[config.mk]
export PLATFORM = sky130hd
export DESIGN_NAME = fila_drain
export DESIGN_NICKNAME = d
export VERILOG_FILES = /design/src/rtl/fila_pkg.sv /design/src/rtl/fila_gap_timer.sv /design/src/rtl/fila_drain.sv
export SDC_FILE = /design/constraint.sdc
export NUM_CORES = 1
export LEC_CHECK = 0
export CAP_MARGIN = 20
export CORE_ASPECT_RATIO = 1.2
export CORE_MARGIN = 2
export CORE_UTILIZATION = 30
export CTS_CLUSTER_DIAMETER = 30
export CTS_CLUSTER_SIZE = 20
export DETAILED_ROUTE_END_ITERATION = 8
export PLACE_DENSITY = 0.67
export SYNTH_ARGS = -nofsm -noshare
export SYNTH_HDL_FRONTEND = slang
export SYNTH_SLANG_ARGS = --single-unit
[constraint.sdc]
create_clock -name clock_10khz -period 2 [get_ports clock_10khz]
set_clock_uncertainty 0.1 [all_clocks]
set_input_delay 0.4 -clock clock_10khz [delete_from_list [all_inputs] [get_ports clock_10khz]]
set_output_delay 0.4 -clock clock_10khz [all_outputs]
set_load 0.05 [all_outputs]
[src/rtl/fila_pkg.sv]
// Shared types and sizes for the Fila queue and its consumer-side drain controller.
package fila_pkg;

  localparam int FILA_DEPTH = 8;
  localparam int FILA_WIDTH = 8;

  typedef enum logic [2:0] {
    IDLE    = 3'd0,
    REQ     = 3'd1,
    WAIT    = 3'd2,
    PRESENT = 3'd3,
    GAP     = 3'd4
  } drain_state_t;

endpackage

[src/rtl/fila_gap_timer.sv]
// 8-bit loadable down-counter that times the idle gap between presented words.
module fila_gap_timer (
  input  logic       clock_10khz,
  input  logic       reset_n,
  input  logic       load_in,
  input  logic [7:0] load_val_in,
  input  logic       dec_in,
  output logic       done_out
);

  logic [7:0] count_q;
  logic [7:0] count_d;

  always_comb begin
    count_d = count_q;
    if (load_in) begin
      count_d = load_val_in;
    end else if (dec_in && (count_q != 8'd0)) begin
      count_d = count_q - 8'd1;
    end
  end

  always_ff @(posedge clock_10khz or negedge reset_n) begin
    if (!reset_n) begin
      count_q <= 8'd0;
    end else begin
      count_q <= count_d;
    end
  end

  assign done_out = (count_q == 8'd0);

endmodule

[src/rtl/fila_drain.sv]
// Consumer-side drain for the Fila queue: dequeues one byte at a time and hands it off on valid/ready.
// FILA_DRAIN_COUNT_EN adds a saturating count of handed-off words on drained_count_out.
//
// state   | meaning
// IDLE    | waiting for enable_in and a non-empty queue
// REQ     | dequeue_out high for this single cycle
// WAIT    | queue updates data_in; captured into data_out on exit
// PRESENT | valid_out high, holding data_out until ready_in
// GAP     | minimum idle spacing after a handshake
module fila_drain
  import fila_pkg::*;
#(
  parameter int HOLD_CYCLES = 2
) (
  input  logic                  clock_10khz,
  input  logic                  reset_n,
  input  logic                  enable_in,
  input  logic [FILA_WIDTH-1:0] len_in,
  input  logic [FILA_WIDTH-1:0] data_in,
  output logic                  dequeue_out,
  output logic [FILA_WIDTH-1:0] data_out,
  output logic                  valid_out,
  input  logic                  ready_in,
  output logic                  busy_out
`ifdef FILA_DRAIN_COUNT_EN
  ,
  output logic [7:0]            drained_count_out
`endif
);

  localparam logic [7:0] GAP_LOAD = (HOLD_CYCLES == 0) ? 8'd0 : 8'(HOLD_CYCLES - 1);

  drain_state_t          state_q, state_d;
  logic                  dequeue_q, dequeue_d;
  logic                  valid_q, valid_d;
  logic [FILA_WIDTH-1:0] data_q, data_d;
  logic                  gap_load;
  logic                  gap_dec;
  logic                  gap_done;

  always_comb begin
    state_d   = state_q;
    dequeue_d = 1'b0;
    valid_d   = valid_q;
    data_d    = data_q;
    gap_load  = 1'b0;
    gap_dec   = 1'b0;
    case (state_q)
      IDLE: begin
        if (enable_in && (len_in != '0)) begin
          state_d   = REQ;
          dequeue_d = 1'b1;
        end
      end
      REQ: begin
        state_d = WAIT;
      end
      WAIT: begin
        state_d = PRESENT;
        valid_d = 1'b1;
        data_d  = data_in;
      end
      PRESENT: begin
        if (ready_in) begin
          valid_d = 1'b0;
          if (HOLD_CYCLES == 0) begin
            state_d = IDLE;
          end else begin
            state_d  = GAP;
            gap_load = 1'b1;
          end
        end
      end
      GAP: begin
        if (gap_done) begin
          state_d = IDLE;
        end else begin
          gap_dec = 1'b1;
        end
      end
      default: begin
        state_d = IDLE;
      end
    endcase
  end

  always_ff @(posedge clock_10khz or negedge reset_n) begin
    if (!reset_n) begin
      state_q   <= IDLE;
      dequeue_q <= 1'b0;
      valid_q   <= 1'b0;
      data_q    <= '0;
    end else begin
      state_q   <= state_d;
      dequeue_q <= dequeue_d;
      valid_q   <= valid_d;
      data_q    <= data_d;
    end
  end

  fila_gap_timer u_gap_timer (
    .clock_10khz (clock_10khz),
    .reset_n     (reset_n),
    .load_in     (gap_load),
    .load_val_in (GAP_LOAD),
    .dec_in      (gap_dec),
    .done_out    (gap_done)
  );

  assign dequeue_out = dequeue_q;
  assign valid_out   = valid_q;
  assign data_out    = data_q;
  assign busy_out    = (state_q != IDLE);

`ifdef FILA_DRAIN_COUNT_EN
  logic [7:0] count_q, count_d;
  logic       handshake;

  assign handshake = (state_q == PRESENT) && ready_in;

  always_comb begin
    count_d = count_q;
    if (handshake && (count_q != 8'hFF)) begin
      count_d = count_q + 8'd1;
    end
  end

  always_ff @(posedge clock_10khz or negedge reset_n) begin
    if (!reset_n) begin
      count_q <= 8'd0;
    end else begin
      count_q <= count_d;
    end
  end

  assign drained_count_out = count_q;
`endif

endmodule
==> reports/results.ini, run 1 <==
[die]
die_area_sq_mm = 0.00373
row_count = 22
coreArea_sq_mm = 0.00308
dieWidth_um = 56.1
start_util_pct = 31.7
dieHeight_um = 66.5
ios = 31

[timing]
setup_tns_ns = 0
setup_ws_ns = 0.0580
setup_viol = 0
tightest_slew_ns = 0.515
hold_viol_final = 0
maxSlewHeadroom_pct = 65.6
fin_crit_ns = 1.94
rsz0062_at_grt = no
fin_hold_ws_ns = 0.307
fmax_ghz = 0.515
slew_violations = 0
post-route-period-util_pct = 97.1

[detailed_routing]
wl_met3_um = 89
num_vias = 775
top_layer = met4
drtAntennaViolNets = 0
drt_iter0_markers = 10
drc = 0
dr_wl_met2_mm = 1.06
met1_length_um = 773
wirelength_mm = 1.97
firstDrtPassIters = 2
routedWlPerCell_um = 12.9
viasPerCell = 5.07

[setup_path]
start_kind = register
cp_max_fo = 1
cp_data_required_time_ns = 1.50
crit_family = buffers and inverters
cpPeakStageDelay_ns = 0.79
crit_type = register to output port
cp.arrival_ns = 1.44
cp_num_buf_inv = 1
crit_slowest_cell = clkdlybuf4s50_1
end_kind = output port
cp_cell_sequence = clkdlybuf4s50_1

[cells_and_area]
nNetsFinal = 140
syn2layout_area_growth_pct = 39.0
final_cell_mix = 21 x dfrtp_1, 20 x clkdlybuf4s50_1, 8 x nor2_1, 8 x mux2_1
final_common_cell = dfrtp_1
layout-drive-gt1-share_pct = 10.3
stdcell_area_sq_mm = 0.00136
antenna_cells = 0
stdcell_count = 153

[power]
intPower_mw = 1.15
p_sw_mw = 1.04
p_clk_share_pct = 9.6
p_leak_nw = 0.627
combPwrFrac_pct = 54.1
power_density_mw_per_mm2 = 1620
p_seq_share_pct = 36.3
netSwitchingFraction_pct = 47.5
ir_drop_mv = 0.730

[yosys]
ys_ff_latch = 21
synth_cell_type_count = 31
postSynthAreaPerCell_sq_um = 11.8
synth_nets = 105
ys_seq_area_share_pct = 53.8
synthesis.area_sq_um = 976
syn_inst = 83
yosysWarnings = 0

[global_route]
grt_pass1_wl_mm = 3.37
gr-total-overflow = 0
antenna_found_initial = 0
grt_pass1_vias = 793
grt.total_usage_pct = 11.8
grt_max_degree = 22

[hold_path]
hp-class = input pin to asynchronous set/reset pin

[flow_run]
cap_viol_max_count = 0

[placed_design]
pre_cts_ws_ns = 0.163
numPortBuffers = 30
dp_hpwl_mm = 1.54
routabilityCongestion = 0.747
place_inst = 149
place_area_sq_mm = 0.00132

[cts]
cts_buffers = 3
cts_tree = built
clkLatencyLatePin_ns = 0.31
h-tree-depth = 1
clockBufferDepth = 2
clockRootBuffer = clkbuf_4
cts_sinks = 21
clk_pin_slew_worst_paths_ns = 0.12

[run_status]
status = complete, no violations

final cells by class:
| type | count | area, sq um |
|---|---|---|
| clock buffer | 4 | 26.3 |
| tap | 36 | 45.0 |
| inverter | 2 | 7.51 |
| multi-input combinational | 59 | 439 |
| timing repair buffer | 31 | 313 |
| fill | 307 | 1730 |
| sequential | 21 | 526 |
per-layer routing:
layer,GRT usage (%),up-vias
met5,0,-
met4,6.25,0
met3,2.91,6
met2,21.9,14
met1,12.2,383
li1,-,372
cells by family after synthesis:
logic type      after synthesis  share of synthesized area (%)
mux                          14                           15.4
compound gates                9                           6.16
flops                        21                           53.8
buf+inv                       3                           1.15
simple gates                 34                           20.9
fa+ha+maj                     2                           2.56
final timing paths:
kind                                        start                     end  slack [ns]  cells after the start
hold reg to reg                       data_out[2]             data_out[2]        0.39                      1
setup / recovery                      dequeue_out             dequeue_out        0.06                      1
hold / removal                            reset_n  u_gap_timer.count_q[1]        0.31                      2
setup reg to reg           u_gap_timer.count_q[0]  u_gap_timer.count_q[5]        0.13                      6
min in group clock_10khz              data_out[2]             data_out[2]        0.39                      1
max in group asynchronous                 reset_n             dequeue_out        1.28                      2
Yosys cell counts:
master / n / area, sq um
nor3_2: 1 / 10.0
nor3_1: 1 / 5.00
inv_1: 2 / 7.51
clkbuf_1: 1 / 3.75
nor2_4: 2 / 22.5
nor2_1: 8 / 30.0
a21o_1: 1 / 7.51
nand2b_1: 2 / 12.5
o31ai_1: 1 / 7.51
nor3b_1: 1 / 7.51
nand4_1: 2 / 12.5
nor2b_1: 1 / 6.26
or4b_1: 1 / 10.0
o211ai_1: 1 / 7.51
dfrtp_1: 21 / 526
and3_1: 1 / 6.26
mux2_1: 8 / 90.1
nand3b_1: 2 / 15.0
or3_1: 1 / 6.26
a211oi_1: 1 / 7.51
nand2_1: 4 / 15.0
ha_1: 2 / 25.0
mux2i_1: 6 / 60.1
and2_1: 1 / 6.26
nor4_1: 4 / 25.0
a21oi_1: 2 / 10.0
o22ai_1: 1 / 6.26
o41ai_1: 1 / 8.76
and2_4: 1 / 8.76
nand3_1: 1 / 5.00
o21ai_0: 1 / 5.00
stage by stage:
| step | utilization (%) | total power [mW] |
|---|---|---|
| 2_1_floorplan | - | 1.63 |
| 5_1_grt | 44.0 | 2.34 |
| 3_5_place_dp | 42.7 | 2.01 |
| 4_1_cts | 43.5 | 2.22 |
| 6_report | 44.0 | 2.19 |
| 3_3_place_gp | 42.7 | 1.98 |
timing repair:
item / in CTS / in global routing
endpoints found under the setup margin: 0 / 6
buffers inserted: 0 / 0
hold buffers: 0 / 0
hold endpoints to repair: 0 / 0
resized for setup: 0 / 6
flip-flops by register name, summed over array words and instances (netlist names):
name	count
data_out	8
state_q	3
u_gap_timer.count_q	8
valid_out	1
dequeue_out	1
power by group through the flow:
stage / registers, mW / logic, mW / clock network, mW
2_1_floorplan: 1.11 / 0.525 / 0
3_3_place_gp: 0.798 / 1.18 / 0
3_5_place_dp: 0.809 / 1.20 / 0
4_1_cts: 0.800 / 1.21 / 0.214
5_1_grt: 0.828 / 1.28 / 0.238
6_report: 0.796 / 1.19 / 0.209
Power figures use the tool's default switching activity.
==> inputs of run 2 (changes only) <==
--- a/config.mk
+++ b/config.mk
@@ -8,11 +8,12 @@
 export CAP_MARGIN = 20
 export CORE_ASPECT_RATIO = 1.2
 export CORE_MARGIN = 2
-export CORE_UTILIZATION = 30
+export CORE_UTILIZATION = 43
 export CTS_CLUSTER_DIAMETER = 30
 export CTS_CLUSTER_SIZE = 20
 export DETAILED_ROUTE_END_ITERATION = 8
-export PLACE_DENSITY = 0.67
+export PLACE_DENSITY = 0.86
+export SKIP_LAST_GASP = 1
 export SYNTH_ARGS = -nofsm -noshare
 export SYNTH_HDL_FRONTEND = slang
 export SYNTH_SLANG_ARGS = --single-unit
==> reports/results.ini, run 2 (same netlist as run 1, synthesis figures left out) <==
[detailed_routing]
num_vias = 774
routedWlPerCell_um = 13.5
viasPerCell = 5.23
wirelength_mm = 2.00
drtAntennaViolNets = 0
firstDrtPassIters = 4
drc = 0
drt_iter0_markers = 12

[power]
ir_drop_mv = 0.892
power_density_mw_per_mm2 = 1600
p_leak_nw = 0.656
total_power_mw = 2.20

[die]
start_util_pct = 46.6
row_count = 18
dieWidth_um = 47.5
dieHeight_um = 56.2
ios = 31
coreArea_sq_mm = 0.00209
die_area_sq_mm = 0.00267

[hold_path]
hp-class = input pin to asynchronous set/reset pin

[timing]
slew_violations = 0
fin_hold_ws_ns = 0.331
setup_viol = 0
tightest_slew_ns = 0.514
rsz0062_at_grt = no
post-route-period-util_pct = 96.3
fin_crit_ns = 1.93
fmax_ghz = 0.519
setup_tns_ns = 0
maxSlewHeadroom_pct = 65.7
hold_viol_final = 0

[setup_path]
crit_family = buffers and inverters
start_kind = register
cp_num_buf_inv = 1
cp_max_fo = 1
cp_cell_sequence = clkdlybuf4s50_1
crit_slowest_cell = clkdlybuf4s50_1
cp_data_required_time_ns = 1.50
crit_type = register to output port
cp.arrival_ns = 1.43
end_kind = output port
cpPeakStageDelay_ns = 0.79

[global_route]
grt_use_met3_pct = 3.25
antenna_found_initial = 0
grt.total_usage_pct = 17.2
grt_max_degree = 22
met1_usage_pct = 19.0
met2_usage_pct = 30.3
top_usage_layer = met2
grt_pass1_wl_mm = 3.33
grt_pass1_vias = 793
gr-total-overflow = 0

[placed_design]
dp_hpwl_mm = 1.58
routabilityCongestion = 0.871
numPortBuffers = 30
place_area_sq_mm = 0.00132

[cts]
clk_pin_slew_worst_paths_ns = 0.11
cts_sinks = 21
cts_tree = built
cts_buffers = 3
clkLatencyLatePin_ns = 0.30
h-tree-depth = 1
clockBufferDepth = 2
hold_buffers = 0
clockRootBuffer = clkbuf_4

[cells_and_area]
multi_input_area_sq_um = 439
ff_latch_area_sq_um = 526
fill_cells = 165
final_cell_mix = 21 x dfrtp_1, 20 x clkdlybuf4s50_1, 9 x dlymetal6s2s_1
nNetsFinal = 141
stdcell_area_sq_mm = 0.00137
antenna_cells = 0
layout-drive-gt1-share_pct = 9.32
final_common_cell = dfrtp_1
syn2layout_area_growth_pct = 40.6

[run_status]
status = complete, no violations

[flow_run]
cap_viol_max_count = 0

[run 2: per-stage QoR]
| stage | setup slack [ns] | cells | utilization [%] |
|---|---|---|---|
| after global placement | 0.225 | 143 | 62.8 |
| final | 0.0734 | 148 | 65.5 |
| after CTS | 0.0171 | 147 | 64.1 |
| after detailed placement | 0.107 | 143 | 62.8 |
| after floorplan | 0.253 | 83 | - |
| after global routing | 0.0256 | 148 | 65.5 |
[run 2: area by class of cell]
class | instances | area share [%]
Clock inverter | 1 | 0.365
Clock buffer | 3 | 1.64
Sequential cell | 21 | 38.3
Inverter | 2 | 0.547
Multi-Input combinational cell | 59 | 32.0
Tap cell | 30 | 2.73
Timing Repair Buffer | 32 | 24.4
[run 2: final timing paths]
| path | from | to | slack [ns] | cells after the start |
|---|---|---|---|---|
| setup / recovery | dequeue_out | dequeue_out | 0.07 | 1 |
| hold reg to reg | valid_out | valid_out | 0.39 | 1 |
| setup reg to reg | u_gap_timer.count_q[0] | u_gap_timer.count_q[5] | 0.15 | 6 |
| max in group asynchronous | reset_n | u_gap_timer.count_q[0] | 1.26 | 2 |
| min in group clock_10khz | valid_out | valid_out | 0.39 | 1 |
| hold / removal | reset_n | data_out[6] | 0.33 | 2 |
[run 2: what timing repair did]
item / CTS / global route
gates resized for setup: 0 / 9
setup endpoints to repair: 0 / 10
setup buffers: 0 / 1
[run 2: power by group]
group | switching [mW] | internal (mW)
Combinational | 0.729 | 0.475
Sequential | 0.179 | 0.616
Clock | 0.125 | 0.0745
Total | 1.03 | 1.17
[run 2: layer usage]
metal	wire length (um)	share of wire [%]	up-vias
met3	125	6.3	2
met2	1070	53	22
met1	793	40	381
li1	-	-	369
met5	0	0	-
met4	15	0.75	0
[run 2: worst reg2reg max path: cells and delay by family (launching register included)]
kind	cells	cell delay, ns
AO/OA/AOI/OAI	1	0.16
adder cells (fa/ha/maj)	1	0.21
buffers and inverters	1	0.08
flip-flops	1	0.39
AND/OR/NAND/NOR	3	0.86
==> inputs of run 3 (changes only) <==
--- a/config.mk
+++ b/config.mk
@@ -5,14 +5,14 @@
 export SDC_FILE = /design/constraint.sdc
 export NUM_CORES = 1
 export LEC_CHECK = 0
+export ABC_AREA = 1
 export CAP_MARGIN = 20
-export CORE_ASPECT_RATIO = 1.2
 export CORE_MARGIN = 2
 export CORE_UTILIZATION = 43
 export CTS_CLUSTER_DIAMETER = 30
 export CTS_CLUSTER_SIZE = 20
 export DETAILED_ROUTE_END_ITERATION = 8
-export PLACE_DENSITY = 0.86
+export PLACE_DENSITY = 0.85
 export SKIP_LAST_GASP = 1
 export SYNTH_ARGS = -nofsm -noshare
 export SYNTH_HDL_FRONTEND = slang
==> reports/results.ini, run 3 <==
[power]
total_power_mw = 2.30
p_clk_share_pct = 8.8
intPower_mw = 1.18
p_sw_mw = 1.13
combPwrFrac_pct = 58.5
netSwitchingFraction_pct = 49.0
p_seq_share_pct = 32.7
p_leak_nw = 0.724
ir_drop_mv = 1.19
power_density_mw_per_mm2 = 1630

[yosys]
synth_most_common_cell = nand2_1
ys_seq_area_share_pct = 50.7
synth-main-ff-cell = dfrtp_1
synth_top_cell_area_share_pct = 50.7
synth_cell_type_count = 19
synthesis.area_sq_mm = 0.00104
postSynthAreaPerCell_sq_um = 9.02
synth-edff-count = 0
async_reset_ff_share_pct = 100
synth_area_leaders = dfrtp_1 51%, nand2_1 11%, nor2_1 7.2%
yosysTopAreaCell = dfrtp_1
ys_ff_latch = 21
synthTopCellsByCount = 31 x nand2_1, 21 x dfrtp_1, 20 x nor2_1
yosysWarnings = 0
synth_nets = 137
syn_inst = 115

[cells_and_area]
fin_util_pct = 62.7
layout-drive-gt1-share_pct = 12.7
final_cell_mix = 31 x nand2_1, 21 x dfrtp_1, 21 x clkdlybuf4s50_1
nNetsFinal = 173
syn2layout_area_growth_pct = 36.3
fill_cells = 203
antenna_cells = 0
final_common_cell = nand2_1

[die]
dieHeight_um = 53.1
dieWidth_um = 53.1
start_util_pct = 46.0
row_count = 17
coreArea_sq_mm = 0.00225
die_area_sq_mm = 0.00282
ios = 31

[detailed_routing]
viasPerCell = 4.93
drc = 0
drt_iter0_markers = 12
drtAntennaViolNets = 0
firstDrtPassIters = 4
wirelength_mm = 2.17
routedWlPerCell_um = 12.2
num_vias = 878

[setup_path]
r2r.worst_path.cells = 7
rrSetupSlack_ns = 0.42
crit_end = data_out[7]
cp_max_fo = 2
cp_num_buf_inv = 1
cp_cell_sequence = clkdlybuf4s50_1
cp_num_cells = 1
end_kind = output port
crit_type = register to output port
cp_data_required_time_ns = 1.50
r2r_end = u_gap_timer.count_q[5]
rr_startpoint = u_gap_timer.count_q[0]
crit_slowest_cell = clkdlybuf4s50_1
start_kind = register
cpPeakStageDelay_ns = 0.80
cp-startpoint = data_out[7]
crit_family = buffers and inverters
cp.arrival_ns = 1.46

[global_route]
grt.total_usage_pct = 18.6
gr-total-overflow = 0
antenna_found_initial = 0
grt_max_degree = 22
grt_pass1_vias = 958
grt_pass1_wl_mm = 3.86

[placed_design]
dp_hpwl_mm = 1.66
routabilityCongestion = 0.890
numPortBuffers = 30

[timing]
slew_violations = 0
fmax_ghz = 0.511
maxSlewHeadroom_pct = 65.1
tightest_slew_ns = 0.522
post-route-period-util_pct = 97.8
rsz0062_at_grt = no
hold_viol_final = 0
fin_crit_ns = 1.96
setup_viol = 0
setup_tns_ns = 0

[cts]
cts_setup_buffers = 0
cts_tree = built
cts_sinks = 21
clkLatencyLatePin_ns = 0.30
h-tree-depth = 1
ctsResizeCount = 0
cts_buffers = 3
hold_buffers = 0
clockRootBuffer = clkbuf_4
clk_pin_slew_worst_paths_ns = 0.12
clockBufferDepth = 2

[flow_run]
cap_viol_max_count = 0

[hold_path]
hp-class = input pin to asynchronous set/reset pin

[run_status]
status = complete, no violations

## run 3: cell families after synthesis
family | share of synthesized area [%]
AND/OR/NAND/NOR | 27.4
flip-flops | 50.7
buffers and inverters | 3.50
multiplexers | 8.68
AO/OA/AOI/OAI | 3.98
XOR/XNOR | 3.38
adder cells (fa/ha/maj) | 2.41
## run 3: layout make-up
type | count | area, sq um | area share, %
Sequential cell | 21 | 526 | 37.2
Multi-Input combinational cell | 85 | 475 | 33.6
Timing Repair Buffer | 31 | 315 | 22.3
Tap cell | 28 | 35.0 | 2.48
Inverter | 9 | 36.3 | 2.57
Clock buffer | 4 | 26.3 | 1.86
## run 3: worst min-delay path by stage
stage | slack, ns | end | depth (start not counted)
2_1_floorplan | 0.004 | data_out[0] | 0
3_3_place_gp | 0.36 | valid_out | 2
3_5_place_dp | 0.39 | data_out[6] | 1
4_1_cts | 0.34 | u_gap_timer.count_q[6] | 2
5_1_grt | 0.37 | u_gap_timer.count_q[6] | 2
6_report | 0.33 | u_gap_timer.count_q[6] | 2
## run 3: power groups by stage
stage	clock [mW]	sequential, mW	combinational (mW)
finish	0.203	0.752	1.35
global placement	0	0.746	1.32
global route	0.224	0.775	1.48
floorplan	0	1.08	0.640
detailed placement	0	0.760	1.36
CTS	0.207	0.750	1.37
## run 3: layer usage
layer | up-vias | part of all wire, % | track usage, %
met1 | 415 | 41 | 21.3
met4 | 0 | 0.46 | 5.13
met5 | - | 0 | 0
met2 | 20 | 54 | 35.0
met3 | 2 | 4.4 | 3.39
li1 | 441 | - | -
## run 3: stage by stage
step | hold slack [ns] | cells | setup WS, ns | area, sq um
global placement | 0.360 | 174 | 0.376 | 1370
detailed placement | 0.389 | 174 | 0.363 | 1370
global route | 0.368 | 178 | 0.00766 | 1410
CTS | 0.340 | 178 | 0.0190 | 1400
finish | 0.328 | 178 | 0.0434 | 1410
floorplan | 0.00441 | 115 | 0.610 | 1040
